<file path="src/rtl/minc_boot_loader_if.sv">
// Byte-stream and instruction-ROM write bus of the boot loader.
// The loader is the slave: it takes bytes and drives the ROM write strobe.
interface minc_boot_loader_if;
    logic [7:0]  rx_data;
    logic        rx_valid;
    logic        rx_ready;
    logic        rom_we;
    logic [7:0]  rom_addr;
    logic [14:0] rom_wdata;

    modport master (
        output rx_data,
        output rx_valid,
        input  rx_ready,
        input  rom_we,
        input  rom_addr,
        input  rom_wdata
    );

    modport slave (
        input  rx_data,
        input  rx_valid,
        output rx_ready,
        output rom_we,
        output rom_addr,
        output rom_wdata
    );
endinterface

</file>
<file path="src/rtl/minc_boot_loader.sv">
// Boot loader: receives a length-prefixed, checksummed image over a byte
// stream, writes it into the instruction ROM and releases the CPU on success.
// Image format: N, then N x {lo, hi}, then a checksum byte; N=0 means 256 words.
module minc_boot_loader #(
    parameter int unsigned TIMEOUT = 1024
) (
    input  logic                CLK,
    input  logic                nRESET,
    input  logic                start,
    minc_boot_loader_if.slave   bus,
    output logic                cpu_nreset,
    output logic                busy,
    output logic                done,
    output logic                err
);

    localparam int unsigned IdleW = (TIMEOUT > 0) ? $clog2(TIMEOUT + 1) : 1;
    localparam logic [IdleW-1:0] IdleLast = IdleW'(TIMEOUT - 1);

    typedef enum logic [2:0] {
        StIdle, StLen, StLo, StHi, StWr, StCsum, StRun, StErr
    } state_e;

    state_e            state_q, state_d;
    logic [7:0]        n_q, n_d;
    logic [7:0]        idx_q, idx_d;
    logic [7:0]        lo_q, lo_d;
    logic [7:0]        csum_q, csum_d;
    logic [IdleW-1:0]  idle_q, idle_d;
    logic [7:0]        rom_addr_q, rom_addr_d;
    logic [14:0]       rom_wdata_q, rom_wdata_d;
    logic              busy_q, busy_d;
    logic              done_q, done_d;
    logic              err_q, err_d;
    logic              cpu_nreset_q, cpu_nreset_d;

    logic              rx_ready;
    logic              accept;
    logic [7:0]        sum_next;
    logic              timed_out;

    assign rx_ready  = (state_q == StLen) || (state_q == StLo) ||
                       (state_q == StHi)  || (state_q == StCsum);
    assign accept    = bus.rx_valid && rx_ready;
    assign sum_next  = csum_q + bus.rx_data;
    assign timed_out = (TIMEOUT != 0) && rx_ready && !accept && (idle_q == IdleLast);

    assign bus.rx_ready  = rx_ready;
    assign bus.rom_we    = (state_q == StWr);
    assign bus.rom_addr  = rom_addr_q;
    assign bus.rom_wdata = rom_wdata_q;
    assign cpu_nreset    = cpu_nreset_q;
    assign busy          = busy_q;
    assign done          = done_q;
    assign err           = err_q;

    // Next-state, datapath and registered-status decode.
    always_comb begin
        state_d     = state_q;
        n_d         = n_q;
        idx_d       = idx_q;
        lo_d        = lo_q;
        csum_d      = csum_q;
        idle_d      = idle_q;
        rom_addr_d  = rom_addr_q;
        rom_wdata_d = rom_wdata_q;

        if (rx_ready) begin
            idle_d = (TIMEOUT == 0 || accept) ? '0 : idle_q + 1'b1;
        end
        if (accept) begin
            csum_d = sum_next;
        end

        case (state_q)
            StIdle, StRun, StErr: begin
                if (start) begin
                    state_d    = StLen;
                    idx_d      = 8'h00;
                    rom_addr_d = 8'h00;
                    csum_d     = 8'h00;
                    idle_d     = '0;
                end
            end
            StLen: begin
                if (accept) begin
                    n_d     = bus.rx_data;
                    state_d = StLo;
                end
            end
            StLo: begin
                if (accept) begin
                    lo_d    = bus.rx_data;
                    state_d = StHi;
                end
            end
            StHi: begin
                // Load the ROM bus on entry to WR so it only moves with rom_we.
                if (accept) begin
                    rom_wdata_d = {bus.rx_data[6:0], lo_q};
                    rom_addr_d  = idx_q;
                    state_d     = StWr;
                end
            end
            StWr: begin
                // 8-bit wrap makes N=0 finish after 256 words.
                idx_d   = idx_q + 8'd1;
                state_d = (idx_q + 8'd1 == n_q) ? StCsum : StLo;
            end
            StCsum: begin
                if (accept) begin
                    state_d = (sum_next == 8'h00) ? StRun : StErr;
                end
            end
            default: state_d = StIdle;
        endcase

        if (timed_out) begin
            state_d = StErr;
        end

        busy_d       = (state_d == StLen) || (state_d == StLo) || (state_d == StHi) ||
                       (state_d == StWr)  || (state_d == StCsum);
        done_d       = (state_d == StRun);
        err_d        = (state_d == StErr);
        cpu_nreset_d = (state_d == StRun);
    end

    // State and datapath registers, cleared asynchronously by nRESET.
    always_ff @(posedge CLK or negedge nRESET) begin
        if (!nRESET) begin
            state_q      <= StIdle;
            n_q          <= 8'h00;
            idx_q        <= 8'h00;
            lo_q         <= 8'h00;
            csum_q       <= 8'h00;
            idle_q       <= '0;
            rom_addr_q   <= 8'h00;
            rom_wdata_q  <= 15'h0000;
            busy_q       <= 1'b0;
            done_q       <= 1'b0;
            err_q        <= 1'b0;
            cpu_nreset_q <= 1'b0;
        end else begin
            state_q      <= state_d;
            n_q          <= n_d;
            idx_q        <= idx_d;
            lo_q         <= lo_d;
            csum_q       <= csum_d;
            idle_q       <= idle_d;
            rom_addr_q   <= rom_addr_d;
            rom_wdata_q  <= rom_wdata_d;
            busy_q       <= busy_d;
            done_q       <= done_d;
            err_q        <= err_d;
            cpu_nreset_q <= cpu_nreset_d;
        end
    end

endmodule

</file>
<file path="src/flat_wrapper.sv">
// flat-port wrapper written by rule: the top's interface ports become plain ports
module minc_boot_loader_flat 
#(
    parameter int unsigned TIMEOUT = 1024
)
  (CLK, nRESET, start, cpu_nreset, busy, done, err, bus_rx_data, bus_rx_valid, bus_rx_ready, bus_rom_we, bus_rom_addr, bus_rom_wdata);
  minc_boot_loader_if bus_i ();
  input  logic CLK;
  input  logic nRESET;
  input  logic start;
  output logic cpu_nreset;
  output logic busy;
  output logic done;
  output logic err;
  input wire logic [$bits(bus_i.rx_data)-1:0] bus_rx_data;
  input wire logic [$bits(bus_i.rx_valid)-1:0] bus_rx_valid;
  output wire logic [$bits(bus_i.rx_ready)-1:0] bus_rx_ready;
  output wire logic [$bits(bus_i.rom_we)-1:0] bus_rom_we;
  output wire logic [$bits(bus_i.rom_addr)-1:0] bus_rom_addr;
  output wire logic [$bits(bus_i.rom_wdata)-1:0] bus_rom_wdata;
  assign bus_i.rx_data = bus_rx_data;
  assign bus_i.rx_valid = bus_rx_valid;
  assign bus_rx_ready = bus_i.rx_ready;
  assign bus_rom_we = bus_i.rom_we;
  assign bus_rom_addr = bus_i.rom_addr;
  assign bus_rom_wdata = bus_i.rom_wdata;
  minc_boot_loader #(.TIMEOUT(TIMEOUT)) u_core (.CLK(CLK), .nRESET(nRESET), .start(start), .bus(bus_i), .cpu_nreset(cpu_nreset), .busy(busy), .done(done), .err(err));
endmodule
</file>
<file path="config.mk">
export PLATFORM = sky130hd
export DESIGN_NAME = minc_boot_loader_flat
export DESIGN_NICKNAME = d
export VERILOG_FILES = /design/src/rtl/minc_boot_loader_if.sv /design/src/rtl/minc_boot_loader.sv /design/src/flat_wrapper.sv
export SDC_FILE = /design/constraint.sdc
export NUM_CORES = 1
export LEC_CHECK = 0
export ABC_AREA = 1
export BUFFER_PORTS_ARGS = -buffer_cell sky130_fd_sc_hd__buf_2
export CAP_MARGIN = 20
export CORE_MARGIN = 3
export CORE_UTILIZATION = 46
export CTS_BUF_LIST = sky130_fd_sc_hd__clkbuf_4 sky130_fd_sc_hd__clkbuf_8 sky130_fd_sc_hd__clkbuf_16
export CTS_CLUSTER_DIAMETER = 60
export DETAILED_ROUTE_END_ITERATION = 16
export PLACE_DENSITY = 0.8
export REMOVE_ABC_BUFFERS = 1
export SLEW_MARGIN = 20
export SYNTH_ARGS = -nofsm -noshare
export SYNTH_HDL_FRONTEND = slang
export SYNTH_SLANG_ARGS = --single-unit
</file>
<file path="constraint.sdc">
create_clock -name CLK -period 1.9 [get_ports CLK]
set_input_delay 0.19 -clock CLK [delete_from_list [all_inputs] [get_ports CLK]]
set_output_delay 0.19 -clock CLK [all_outputs]
set_load 0.02 [all_outputs]
</file>
Word level (Yosys, flattened, before mapping)

Cells that the tools add are included.

Mux-type cells: 20
Multipliers: 0
Divide/modulo/power cells: 0
Bitwise gates (word level): 0
Reduce and logical (&&, ||, !) cells: 21
Shift-type cells: 0
Equal/unequal tests: 18
Magnitude comparators: 0
Add/subtract/negate cells: 3

Operators with widths:

| operator              | count |
|---|---|
| $mux 11               | 4 |
| $mux 8                | 5 |
| $pmux 8 s2            | 2 |
| $eq 3x3->1 const B    | 8 |
| $mux 3                | 7 |
| $pmux 3 s6            | 1 |
| $eq 3x2->1 const B    | 4 |
| $add 11x1->11 const B | 1 |
| $eq 11x10->1 const B  | 1 |
| $add 8x1->8 const B   | 1 |
| $add 8x8->8           | 1 |
| $eq 8x8->1            | 1 |
| $logic_not 8->1       | 1 |
| $reduce_and 2->1      | 4 |
| $logic_or 1x1->1      | 7 |
| $eq 3x1->1 const B    | 2 |
| $reduce_bool 2->1     | 2 |
| $logic_and 1x1->1     | 3 |
| $logic_not 3->1       | 1 |
| $reduce_and 3->1      | 1 |
| $reduce_or 3->1       | 1 |
| $ne 2x1->1 const B    | 1 |
| $ne 2x2->1 const B    | 1 |
| $logic_not 1->1       | 1 |
| $mux 1                | 1 |

Memories kept: 0
Bits of input ports: 12
Word-level logic and storage cells: 73
Bits in latches: 0
Bits in registers: 72
Bits in writable memories: 0
Bits in read-only memories: 0

Depth between registers and ports, before layout

Gate-level depths: netlist of the first run.

Word-level depth: 14
Mapped depth: 16

Least setup slack after synthesis of the first run

OpenSTA, ideal clock, no wires.

Kind: register to register
Start: reg u_core.csum_q[0]
End: reg u_core.busy_q, in the netlist u_core.busy
Data required time: 1784 ps
Data arrival time: 1861 ps
Cell stages (with the launch flop): 15
Setup slack: -77 ps
Path buffers: 0
Cell sequence: dfrtp_1 ha_1 fa_1 nor2_1 nor2_1 nor2_1 nand3_1 nor2_1 nand3_1 nor2_1 nor2_1 nor2_2 nand3_1 nand2_1 nand2_1

Word-level cells in the longest chain between the ends: 11

RTL lines:

| item                                            | line                    | source |
|---|---|---|
| start: declaration                              | minc_boot_loader.sv:28  | `logic [7:0] csum_q, csum_d;` |
| start signal: assignment                        | minc_boot_loader.sv:149 | `csum_q <= csum_d;` |
| $add 8x8->8 *                                   | minc_boot_loader.sv:45  | `assign sum_next = csum_q + bus.rx_data;` |
| $logic_not 8->1 *                               | minc_boot_loader.sv:112 | `state_d = (sum_next == 8'h00) ? StRun : StErr;` |
| $mux 1 *                                        | minc_boot_loader.sv:112 |  |
| $mux 3 *                                        | minc_boot_loader.sv:111 | `if (accept) begin` |
| $pmux 3 s6 *                                    | minc_boot_loader.sv:75  | `case (state_q)` |
| $mux 3 *                                        | minc_boot_loader.sv:118 | `if (timed_out) begin` |
| $eq 3x1->1 / $eq 3x2->1 (equally long branches) | minc_boot_loader.sv:122 | `busy_d = (state_d == StLen) \|\| (state_d == StLo) \|\| (state_d == StHi) \|\|` |
| $logic_or 1x1->1 (3 in a row)                   | minc_boot_loader.sv:122 |  |
| $logic_or 1x1->1 *                              | minc_boot_loader.sv:123 | `(state_d == StWr) \|\| (state_d == StCsum);` |
| via u_core.busy_d                               | minc_boot_loader.sv:32  | `logic busy_q, busy_d;` |
| end signal: assignment                          | minc_boot_loader.sv:153 | `busy_q <= busy_d;` |
| end: declaration                                | minc_boot_loader.sv:32  |  |

The timed path passes the listed nets; every way through them passes the cells marked *.
A chain may end at the register's enable or synchronous reset.

Final worst setup path of the first run

Same ends and word-level chain as after synthesis.

==> results.ini, run 1 <==
[status]
outcome = complete, but fails checks
violations = negative setup slack

[route]
totalWireLength_mm = 7.870
vias_per_cell = 5.044
drt_iter0_drc = 160
dr.pass1.iters = 4
drc_errors = 0
wl_per_cell_um = 13.20
ant_nets = 0
vias = 3006

[die]
coreArea_um2 = 7408
initial_core_util = 0.4835
die_x_um = 94.25
chipHeight_um = 94.25
io_pins = 41
row_count = 31
dieArea_um2 = 8882

[synthesis]
synthArstFlopShare = 1.000
yosysSeqAreaShare = 0.5030
syn-cell-area_um2 = 3582
synthCells = 423
syn_avg_cell_area_um2 = 8.469
ys_types = 35
ys_seq_elements = 72
synth_edf_count = 0
ys_warn_count = 0
ys.flop_type = dfrtp_1

[power]
vdd_drop_max_mv = 0.5715
p_per_area_nw_per_um2 = 1485
p_leak_nw = 2.228
p_total_w = 0.006354

[global_routing]
overflow = 0
grt_use_total = 0.1996
antenna_found_initial = 0
grt_pass1_vias = 2985
grt_max_degree = 30
grt_first_pass_wirelength_mm = 13.72

[hold_path]
hold_path_class = in -> reg

[sta]
holdWs_ns = 0.1531
period_minus_slack_ns = 2.242
rsz0062_at_grt = true
drv_slew = 0
period_share = 1.180
finalHoldViolations = 0
worstMarginPinSlew_ns = 0.5004
max_freq_mhz = 446.0
setup_violations = 4
fin_ws_ns = -0.3420
fin_skew_ns = 0.007306
slew_headroom = 0.6655

[layout]
layout-drive-gt1-share = 0.2575
area_delta_synth_final_pct = 19.49
nNetsFinal = 514
final_cells = 596
fillCellCount = 669
final_cell_area_um2 = 4280
post-route-util = 0.5778
diodes = 0

[clock_tree]
cts_buffers = 9
clk-insertion-delay-late_ns = 0.35
htree_levels = 3
cts.sinks = 72
cts_tree = done
cts.clk_slew.worst_paths_ns = 0.07
max-clock-path-buffers = 2
cts_root_buffer = clkbuf_8

[placed_design]
portBuffers = 40
dp_hpwl_mm = 5.842
place_congestion = 0.8627
dp.cells = 576
place_area_um2 = 4044

[setup_path]
start_kind = flop
critPathKind = reg -> reg
required_ns = 2.14
cp-end-kind = flop
cp_data_arrival_time_ns = 2.48
crit_fanout = 3

[flow_run]
drv_cap = 0

==> layout by cell type, fill, tap and decap left out, types with 3 or more instances in the layout <==
master and n:
inv_2 11, buf_4 25, nor2_2 11, clkbuf_8 10
mux2_2 8, nand3_1 32, o22ai_1 5, nand2_1 101
buf_2 40, nand3b_1 4, xor2_1 3, clkinv_2 4
o21ai_1 7, o21ai_0 41, ha_1 7, nor3_1 4
a21oi_1 13, nor2_1 20, dfrtp_1 72, nand2_2 5
inv_1 48
==> cell type report <==
type	instances	area, um2	share of cell area
clock buffer	10	137.6	0.03215
clock inverter	6	35.03	0.008185
inverter	60	227.7	0.05320
multi-input combinational	282	1536	0.3590
sequential	72	1802	0.4209
tap	99	123.9	0.02894
timing repair buffer	67	417.9	0.09763
==> state kept, by name (all words and copies together) (netlist names) <==
signal / cells
u_core.idx_q: 8
u_core.csum_q: 8
u_core.idle_q: 11
u_core.done: 1
u_core.bus.rom_wdata: 15
u_core.err: 1
u_core.lo_q: 8
u_core.bus.rom_addr: 8
u_core.busy: 1
u_core.state_q: 3
u_core.n_q: 8
==> final timing paths <==
kind	start	depth (start not counted)	endpoint	slack, ns
max	u_core.csum_q[0]$_DFF_PN0_	14	u_core.busy$_DFF_PN0_	-0.34
min reg2reg	u_core.bus.rom_wdata[10]$_DFFE_PN0P_	2	u_core.bus.rom_wdata[10]$_DFFE_PN0P_	0.49
min	bus_rx_data[7]	3	u_core.lo_q[7]$_DFFE_PN0P_	0.15
max in group asynchronous	nRESET	3	u_core.n_q[1]$_DFFE_PN0P_	1.08
max reg2reg	u_core.csum_q[0]$_DFF_PN0_	14	u_core.busy$_DFF_PN0_	-0.34
min in group asynchronous	nRESET	2	u_core.bus.rom_addr[1]$_DFFE_PN0P_	0.26
==> worst max-delay path: stages (launching register included) <==
cell	delay (ns)
dfrtp_1	0.38
ha_2	0.19
fa_2	0.38
nor2_1	0.13
nor2_1	0.07
nor2_1	0.11
nand3_1	0.09
nor2_1	0.10
nand3_1	0.10
nor2_2	0.12
nor2_1	0.06
nor2_2	0.18
nand3_1	0.11
nand2_1	0.08
nand2_1	0.05
==> synthesized netlist by cell type, types with 8 or more instances <==
master | instances | area [um2]
a21oi_1 | 13 | 65.06
dfrtp_1 | 72 | 1802
ha_1 | 9 | 112.6
inv_1 | 49 | 183.9
inv_2 | 11 | 41.29
mux2_2 | 8 | 90.09
nand2_1 | 101 | 379.1
nand3_1 | 32 | 160.2
nor2_1 | 21 | 78.83
nor2_2 | 10 | 62.56
o21ai_0 | 41 | 205.2
o21ai_1 | 8 | 40.04
==> cell families (layout without fill, tap and decap cells) <==
logic type | count (synthesis) | count (layout) | share of synthesized area
multiplexers | 8 | 8 | 0.02515
XOR/XNOR | 5 | 5 | 0.01607
AO/OA/AOI/OAI | 76 | 76 | 0.1156
AND/OR/NAND/NOR | 183 | 183 | 0.2270
adder cells (fa/ha/maj) | 10 | 10 | 0.03702
buffers and inverters | 69 | 143 | 0.07615
flip-flops | 72 | 72 | 0.5030
==> per-stage QoR <==
stage                     TNS, ns  setup WS, ns
after floorplan           -0.1304      -0.07697
after global placement    -0.8698       -0.2737
after detailed placement   -1.162       -0.3486
after CTS                 -0.8077       -0.2668
after global routing       -1.662       -0.5003
final                      -1.053       -0.3420
==> power by group <==
group	internal [W]	switching [W]	total [W]	leakage, nW
sequential	0.00204	0.000320	0.00236	0.937
clock	0.000499	0.000568	0.00107	0.0878
combinational	0.00118	0.00175	0.00293	1.20
total	0.00372	0.00264	0.00635	2.23
==> layer usage <==
layer / vias up / global-route usage / wire (um) / part of all wire
met2: 80 / 0.3304 / 3924 / 0.50
met5: - / 0 / 0 / 0
met4: 0 / 0.06859 / 127 / 0.016
li1: 1513 / - / - / -
met1: 1397 / 0.2470 / 3411 / 0.43
met3: 16 / 0.06090 / 406 / 0.052
==> timing repair <==
| item | CTS | global route |
|---|---|---|
| setup buffers | 1 | 2 |
| resized for setup | 2 | 7 |
| hold buffers | 1 | 0 |
| endpoints found under the hold margin | 11 | 0 |
| pin swaps | 3 | 2 |
| setup endpoints to repair | 4 | 9 |
Power figures use the tool's default switching activity.
==> run 2: changes to the inputs <==
--- a/config.mk
+++ b/config.mk
@@ -6,7 +6,7 @@
 export NUM_CORES = 1
 export LEC_CHECK = 0
 export ABC_AREA = 1
-export BUFFER_PORTS_ARGS = -buffer_cell sky130_fd_sc_hd__buf_2
+export BUFFER_PORTS_ARGS = -buffer_cell sky130_fd_sc_hd__buf_4
 export CAP_MARGIN = 20
 export CORE_MARGIN = 3
 export CORE_UTILIZATION = 46
@@ -15,6 +15,7 @@
 export DETAILED_ROUTE_END_ITERATION = 16
 export PLACE_DENSITY = 0.8
 export REMOVE_ABC_BUFFERS = 1
+export SETUP_SLACK_MARGIN = 0.15
 export SLEW_MARGIN = 20
 export SYNTH_ARGS = -nofsm -noshare
 export SYNTH_HDL_FRONTEND = slang
==> run 2 against run 1 <==
Effect of this change:
- the flow still finishes with violations (negative setup slack)
- sequential share of layout area fell by 2.6 points
- first-iteration DRC count rose by 16%
- die area did not move
- cell area rose by 6.5%
- via count rose by 3.2%
- sequential cell count did not move
- power rose by 11%
- maximum frequency rose by 4.4%
- utilization rose by 3.8 points
- critical endpoint unchanged
==> results.ini, run 2 (synthesized netlist as in run 1, its figures left out) <==
[status]
outcome = complete, but fails checks
violations = negative setup slack

[layout]
diodes = 0
fillCellCount = 618
final_cells = 596
largest_register_ffs = 15
seq_area_um2 = 1802
final_cell_mix = 96 x nand2_1, 72 x dfrtp_1, 64 x buf_4
multi_input_area_um2 = 1628
area_delta_synth_final_pct = 27.28
nNetsFinal = 515
layout-drive-gt1-share = 0.2958
final_common_cell = nand2_1

[sta]
max_freq_mhz = 465.7
setup_tns_ns = -0.7642
fin_ws_ns = -0.2475
period_share = 1.130
setup_violations = 4
slew_headroom = 0.6769
drv_slew = 0
fin_skew_ns = 0.009791
rsz0062_at_grt = true
finalHoldViolations = 0
period_minus_slack_ns = 2.147
worstMarginPinSlew_ns = 0.4833

[power]
p_per_area_nw_per_um2 = 1549
p_total_w = 0.007062
p_leak_nw = 2.291
vdd_drop_max_mv = 0.6613

[route]
totalWireLength_mm = 8.117
drt_iter0_drc = 185
wl_per_cell_um = 13.62
ant_nets = 0
vias = 3101
vias_per_cell = 5.203
drc_errors = 0
dr.pass1.iters = 4

[hold_path]
hold_start = bus_rx_data[7]
hold_path_end = u_core.lo_q[7]$_DFFE_PN0P_
hold_path_class = in -> reg
whs_path_depth = 3

[clock_tree]
htree_levels = 3
cts.clk_slew.worst_paths_ns = 0.08
cts_tree = done
clk-insertion-delay-late_ns = 0.34
cts_root_buffer = clkbuf_8
cts.sinks = 72
max-clock-path-buffers = 2
cts_buffers = 9

[setup_path]
cp_data_arrival_time_ns = 2.39
critPathKind = reg -> reg
worstReg2RegEnd = u_core.busy$_DFF_PN0_
crit_fanout = 3
cp-end-kind = flop
cpMostUsedCell = nor2_2
slowest_stage = dfrtp_1
reg2reg_depth = 14
critPathMaxStageDelay_ns = 0.38
start_kind = flop
r2r_slack_ns = -0.25
r2r-start = u_core.csum_q[0]$_DFF_PN0_
required_ns = 2.14
crit_chain = ha_2 > fa_2 > nor2_2 > nor2_2 > nor2_1 > nand3_1 > nor2_2 > nand3_2 > nor2_4 > nor2_2 > nor2_4 > nand3_1 > nand2_1 > nand2_1

[placed_design]
place_congestion = 0.8550
dp_hpwl_mm = 5.784
dp.cells = 573
pre_cts_slack_ns = -0.3021
portBuffers = 40

[die]
row_count = 31
chipHeight_um = 94.25
die_x_um = 94.25
coreArea_um2 = 7408
initial_core_util = 0.4835
io_pins = 41
dieArea_um2 = 8882

[flow_run]
drv_cap = 0

[global_routing]
grt_pass1_vias = 3067
grt_first_pass_wirelength_mm = 13.71
grt_max_degree = 38
grt_use_total = 0.1950
antenna_found_initial = 0
overflow = 0

==> run 2: cell types whose count changed in the layout (fill, tap and decap cells not counted), moves of 4 or more <==
cell	delta
buf_2	-40
buf_4	+39
nor2_1	-7
nand2_1	-5
nor2_4	+5
clkinv_2	-4
nand2_2	+4
==> run 2: cell type report <==
type / count / share of cell area
Timing Repair Buffer: 68 / 0.1169
Sequential cell: 72 / 0.3952
Clock buffer: 12 / 0.03348
Multi-Input combinational cell: 282 / 0.3570
Inverter: 60 / 0.05049
Clock inverter: 3 / 0.01976
Tap cell: 99 / 0.02717
==> run 2: stage by stage <==
step / area, um2 / utilization / hold WS [ns]
after floorplan: 3535 / - / -0.1056
after global placement: 4121 / 0.5563 / 0.1785
after detailed placement: 4121 / 0.5563 / 0.1843
after CTS: 4404 / 0.5945 / 0.1437
after global routing: 4559 / 0.6154 / 0.1851
final: 4559 / 0.6154 / 0.1494
==> run 2: how the worst max path moves through the flow <==
stage                                           from               endpoint  slack (ns)  depth (start not counted)
after floorplan           u_core.csum_q[0]$_DFF_PN0_  u_core.busy$_DFF_PN0_       -0.08                         14
after global placement    u_core.csum_q[0]$_DFF_PN0_  u_core.busy$_DFF_PN0_       -0.27                         14
after detailed placement  u_core.csum_q[0]$_DFF_PN0_  u_core.busy$_DFF_PN0_       -0.30                         14
after CTS                 u_core.csum_q[0]$_DFF_PN0_  u_core.busy$_DFF_PN0_       -0.28                         14
after global routing      u_core.csum_q[0]$_DFF_PN0_  u_core.busy$_DFF_PN0_       -0.42                         14
final                     u_core.csum_q[0]$_DFF_PN0_  u_core.busy$_DFF_PN0_       -0.25                         14
==> run 2: repair_timing <==
item / CTS / global route
buffers inserted: 1 / 6
gates cloned: 0 / 0
gates resized for setup: 6 / 30
pin swaps: 3 / 8
endpoints found under the setup margin: 5 / 35
endpoints found under the hold margin: 35 / 0
hold buffers: 1 / 0
==> run 2: where the power goes <==
| part | leakage (nW) | internal (W) | switching, W |
|---|---|---|---|
| registers | 0.937 | 0.00204 | 0.000317 |
| clock network | 0.124 | 0.000932 | 0.000549 |
| logic | 1.23 | 0.00137 | 0.00185 |
| total | 2.29 | 0.00434 | 0.00272 |
==> run 2: critical path: cells and delay by family (launching register included) <==
family | cells | cell delay [ns]
simple gates | 12 | 1.10
fa+ha+maj | 2 | 0.57
flops | 1 | 0.38
==> run 2: metal layers <==
layer | vias up | share of wire | global-route usage
met3 | 13 | 0.044 | 0.04888
met2 | 73 | 0.51 | 0.3392
met1 | 1503 | 0.43 | 0.2415
met5 | - | 0 | 0
li1 | 1512 | - | -
met4 | 0 | 0.013 | 0.04934
==> run 3: changes to the inputs <==
--- a/config.mk
+++ b/config.mk
@@ -5,7 +5,6 @@
 export SDC_FILE = /design/constraint.sdc
 export NUM_CORES = 1
 export LEC_CHECK = 0
-export ABC_AREA = 1
 export BUFFER_PORTS_ARGS = -buffer_cell sky130_fd_sc_hd__buf_4
 export CAP_MARGIN = 20
 export CORE_MARGIN = 3
@@ -16,6 +15,7 @@
 export PLACE_DENSITY = 0.8
 export REMOVE_ABC_BUFFERS = 1
 export SETUP_SLACK_MARGIN = 0.15
+export SKIP_LAST_GASP = 1
 export SLEW_MARGIN = 20
 export SYNTH_ARGS = -nofsm -noshare
 export SYNTH_HDL_FRONTEND = slang
==> run 3 against run 2 <==
Effect of this change:
- the run still ends with negative setup slack left
- setup slack gained 0.024 ns
- die area grew 1.3%
- via count grew 0.19%
- largest power group unchanged
==> results.ini, run 3 <==
[setup_path]
crit_family = compound AO/OA/AOI/OAI gates
worstReg2RegEnd = u_core.csum_q[6]$_DFF_PN0_
reg2reg_depth = 9
cp.depth = 9
critPathKind = reg -> reg
cp-end-kind = flop
r2r-start = u_core.csum_q[0]$_DFF_PN0_
cp_data_arrival_time_ns = 2.41
start_kind = flop
crit_start = u_core.csum_q[0]$_DFF_PN0_
crit_chain = ha_4 > fa_2 > a211oi_2 > o21bai_1 > a21oi_2 > xnor2_2 > buf_4 > nand2_2 > a21oi_2
crit_fanout = 3
critPathMaxStageDelay_ns = 0.42
path_buf_inv = 1
slowest_stage = dfrtp_1
r2r_slack_ns = -0.22
endpoint = u_core.csum_q[6]$_DFF_PN0_
cpMostUsedCell = a21oi_2
required_ns = 2.19

[layout]
final_common_cell = buf_4
final_cell_area_um2 = 4987
final_cell_mix = 102 x buf_4, 70 x dfrtp_1, 52 x nand2_1
diodes = 0
nNetsFinal = 482
largest_register_ffs = 15
area_delta_synth_final_pct = 37.35
layout-drive-gt1-share = 0.4516

[die]
dieArea_um2 = 8996
row_count = 31
die_x_um = 94.85
coreArea_um2 = 7447
io_pins = 41
initial_core_util = 0.4876
chipHeight_um = 94.85

[global_routing]
use_met3 = 0.05817
grt_max_degree = 40
grt_pass1_vias = 3190
grt_first_pass_wirelength_mm = 15.19
grt_busiest_layer = met2
antenna_found_initial = 0
grt_use_total = 0.2213
grtUsageMet1 = 0.2722
overflow = 0
grtUsageMet2 = 0.3699

[synthesis]
yosys-top-cells-area = dfrtp_1 50%, mux2_2 9.9%, nand2_1 6.0%
yosysTopAreaCell = dfrtp_1
ys_warn_count = 0
syn-cell-area_um2 = 3631
synth_edf_count = 0
ys.flop_type = dfrtp_1
synthArstFlopShare = 1.000
synth_top_area_frac = 0.4962
ys_types = 48
synthCells = 352
yosysSeqAreaShare = 0.4962
yosysMostFrequentCell = dfrtp_1
syn_avg_cell_area_um2 = 10.32
ys_seq_elements = 72
synth_common_cells = 72 x dfrtp_1, 58 x nand2_1, 32 x mux2_2, 25 x nor2_1, 24 x o21ai_0

[sta]
finalHoldViolations = 0
setup_violations = 8
max_freq_mhz = 471.0
rsz0062_at_grt = true
slew_headroom = 0.6643
fin_skew_ns = 0.007114
fin_ws_ns = -0.2231
worstMarginPinSlew_ns = 0.5036
period_share = 1.117
setup_tns_ns = -1.121
drv_slew = 0
period_minus_slack_ns = 2.123

[power]
p_total_w = 0.007788
power_frac_seq = 0.312
p_per_area_nw_per_um2 = 1562
power_frac_clock = 0.170
internal-power_w = 0.004783
vdd_drop_max_mv = 1.033
switchingPower_w = 0.003005
power.share.switching = 0.3858
p_leak_nw = 2.276
pwr-share-comb = 0.517

[clock_tree]
cts_tree = done
clk-insertion-delay-late_ns = 0.36
cts_buffers = 9
max-clock-path-buffers = 2
cts_root_buffer = clkbuf_8
htree_levels = 3
cts.sinks = 72
cts.clk_slew.worst_paths_ns = 0.08

[route]
vias = 3107
drt_iter0_drc = 168
wl_per_cell_um = 16.68
drc_errors = 0
ant_nets = 0
vias_per_cell = 5.509
dr.pass1.iters = 4
totalWireLength_mm = 9.408

[hold_path]
hold_path_class = in -> reg

[placed_design]
pre_cts_slack_ns = -0.2712
portBuffers = 40
dp_hpwl_mm = 6.250
place_congestion = 0.9190
place_area_um2 = 4459

[status]
violations = negative setup slack
outcome = complete, but fails checks

[flow_run]
drv_cap = 0

run 3: changes by cell type after synthesis, sizes merged, moves of 6 or more:
cell,change
xor2,+7
a211oi,+6
mux2,+24
inv,-56
nand2,-50
o21ai,-25
nand3,-16
xnor2,+13
nor2,-7
run 3: power by group through the flow:
| stage | combinational (W) | sequential (W) | clock [W] |
|---|---|---|---|
| 3_5_place_dp | 0.00343 | 0.00242 | 0 |
| 2_1_floorplan | 0.00176 | 0.00266 | 0 |
| 5_1_grt | 0.00435 | 0.00250 | 0.00142 |
| 6_report | 0.00403 | 0.00243 | 0.00133 |
| 3_3_place_gp | 0.00334 | 0.00238 | 0 |
| 4_1_cts | 0.00365 | 0.00241 | 0.00136 |
run 3: cells by family (layout without fill, tap and decap cells):
family,after synthesis,count (layout),share of synthesized area
AO/OA/AOI/OAI,66,66,0.1137
XOR/XNOR,24,24,0.05789
adder cells (fa/ha/maj),10,10,0.03653
buffers and inverters,18,131,0.02722
flip-flops,72,72,0.4962
multiplexers,32,32,0.09924
AND/OR/NAND/NOR,130,130,0.1692
run 3: routing by layer:
layer,vias to the layer above,part of all wire,routed length (um)
met1,1540,0.40,3792
li1,1451,-,-
met2,98,0.52,4916
met5,-,0,0
met3,18,0.055,522
met4,0,0.019,176
run 3: worst min path at each step:
stage,slack (ns),cells past startpoint,start,endpoint
floorplan,-0.11,0,nRESET,u_core.bus.rom_addr[0]$_DFFE_PN0P_
global placement,0.18,1,nRESET,u_core.idx_q[3]$_DFFE_PN0P_
detailed placement,0.19,1,nRESET,u_core.idx_q[3]$_DFFE_PN0P_
CTS,0.11,2,bus_rx_data[5],u_core.bus.rom_wdata[13]$_DFFE_PN0P_
global route,0.11,2,bus_rx_data[5],u_core.bus.rom_wdata[13]$_DFFE_PN0P_
finish,0.12,2,bus_rx_data[5],u_core.bus.rom_wdata[13]$_DFFE_PN0P_
run 3: area by class of cell:
type	count	area [um2]
timing repair buffer	111	874.6
sequential	72	1804
inverter	4	15.01
clock inverter	7	96.34
tap	99	123.9
fill	534	2460
clock buffer	9	123.9
multi-input combinational	262	1949
run 3: per-stage QoR:
step	utilization	cells	hold WS, ns
2_1_floorplan	-	338	-0.1056
3_3_place_gp	0.5988	540	0.1845
3_5_place_dp	0.5988	540	0.1942
4_1_cts	0.6490	560	0.1059
5_1_grt	0.6697	564	0.1113
6_report	0.6697	564	0.1239
run 3: timing repair:
item / CTS / global route
hold buffers: 1 / 0
pin swaps: 19 / 13
endpoints found under the hold margin: 36 / 0
setup endpoints to repair: 14 / 42
buffers inserted: 3 / 4
gates resized for setup: 27 / 27
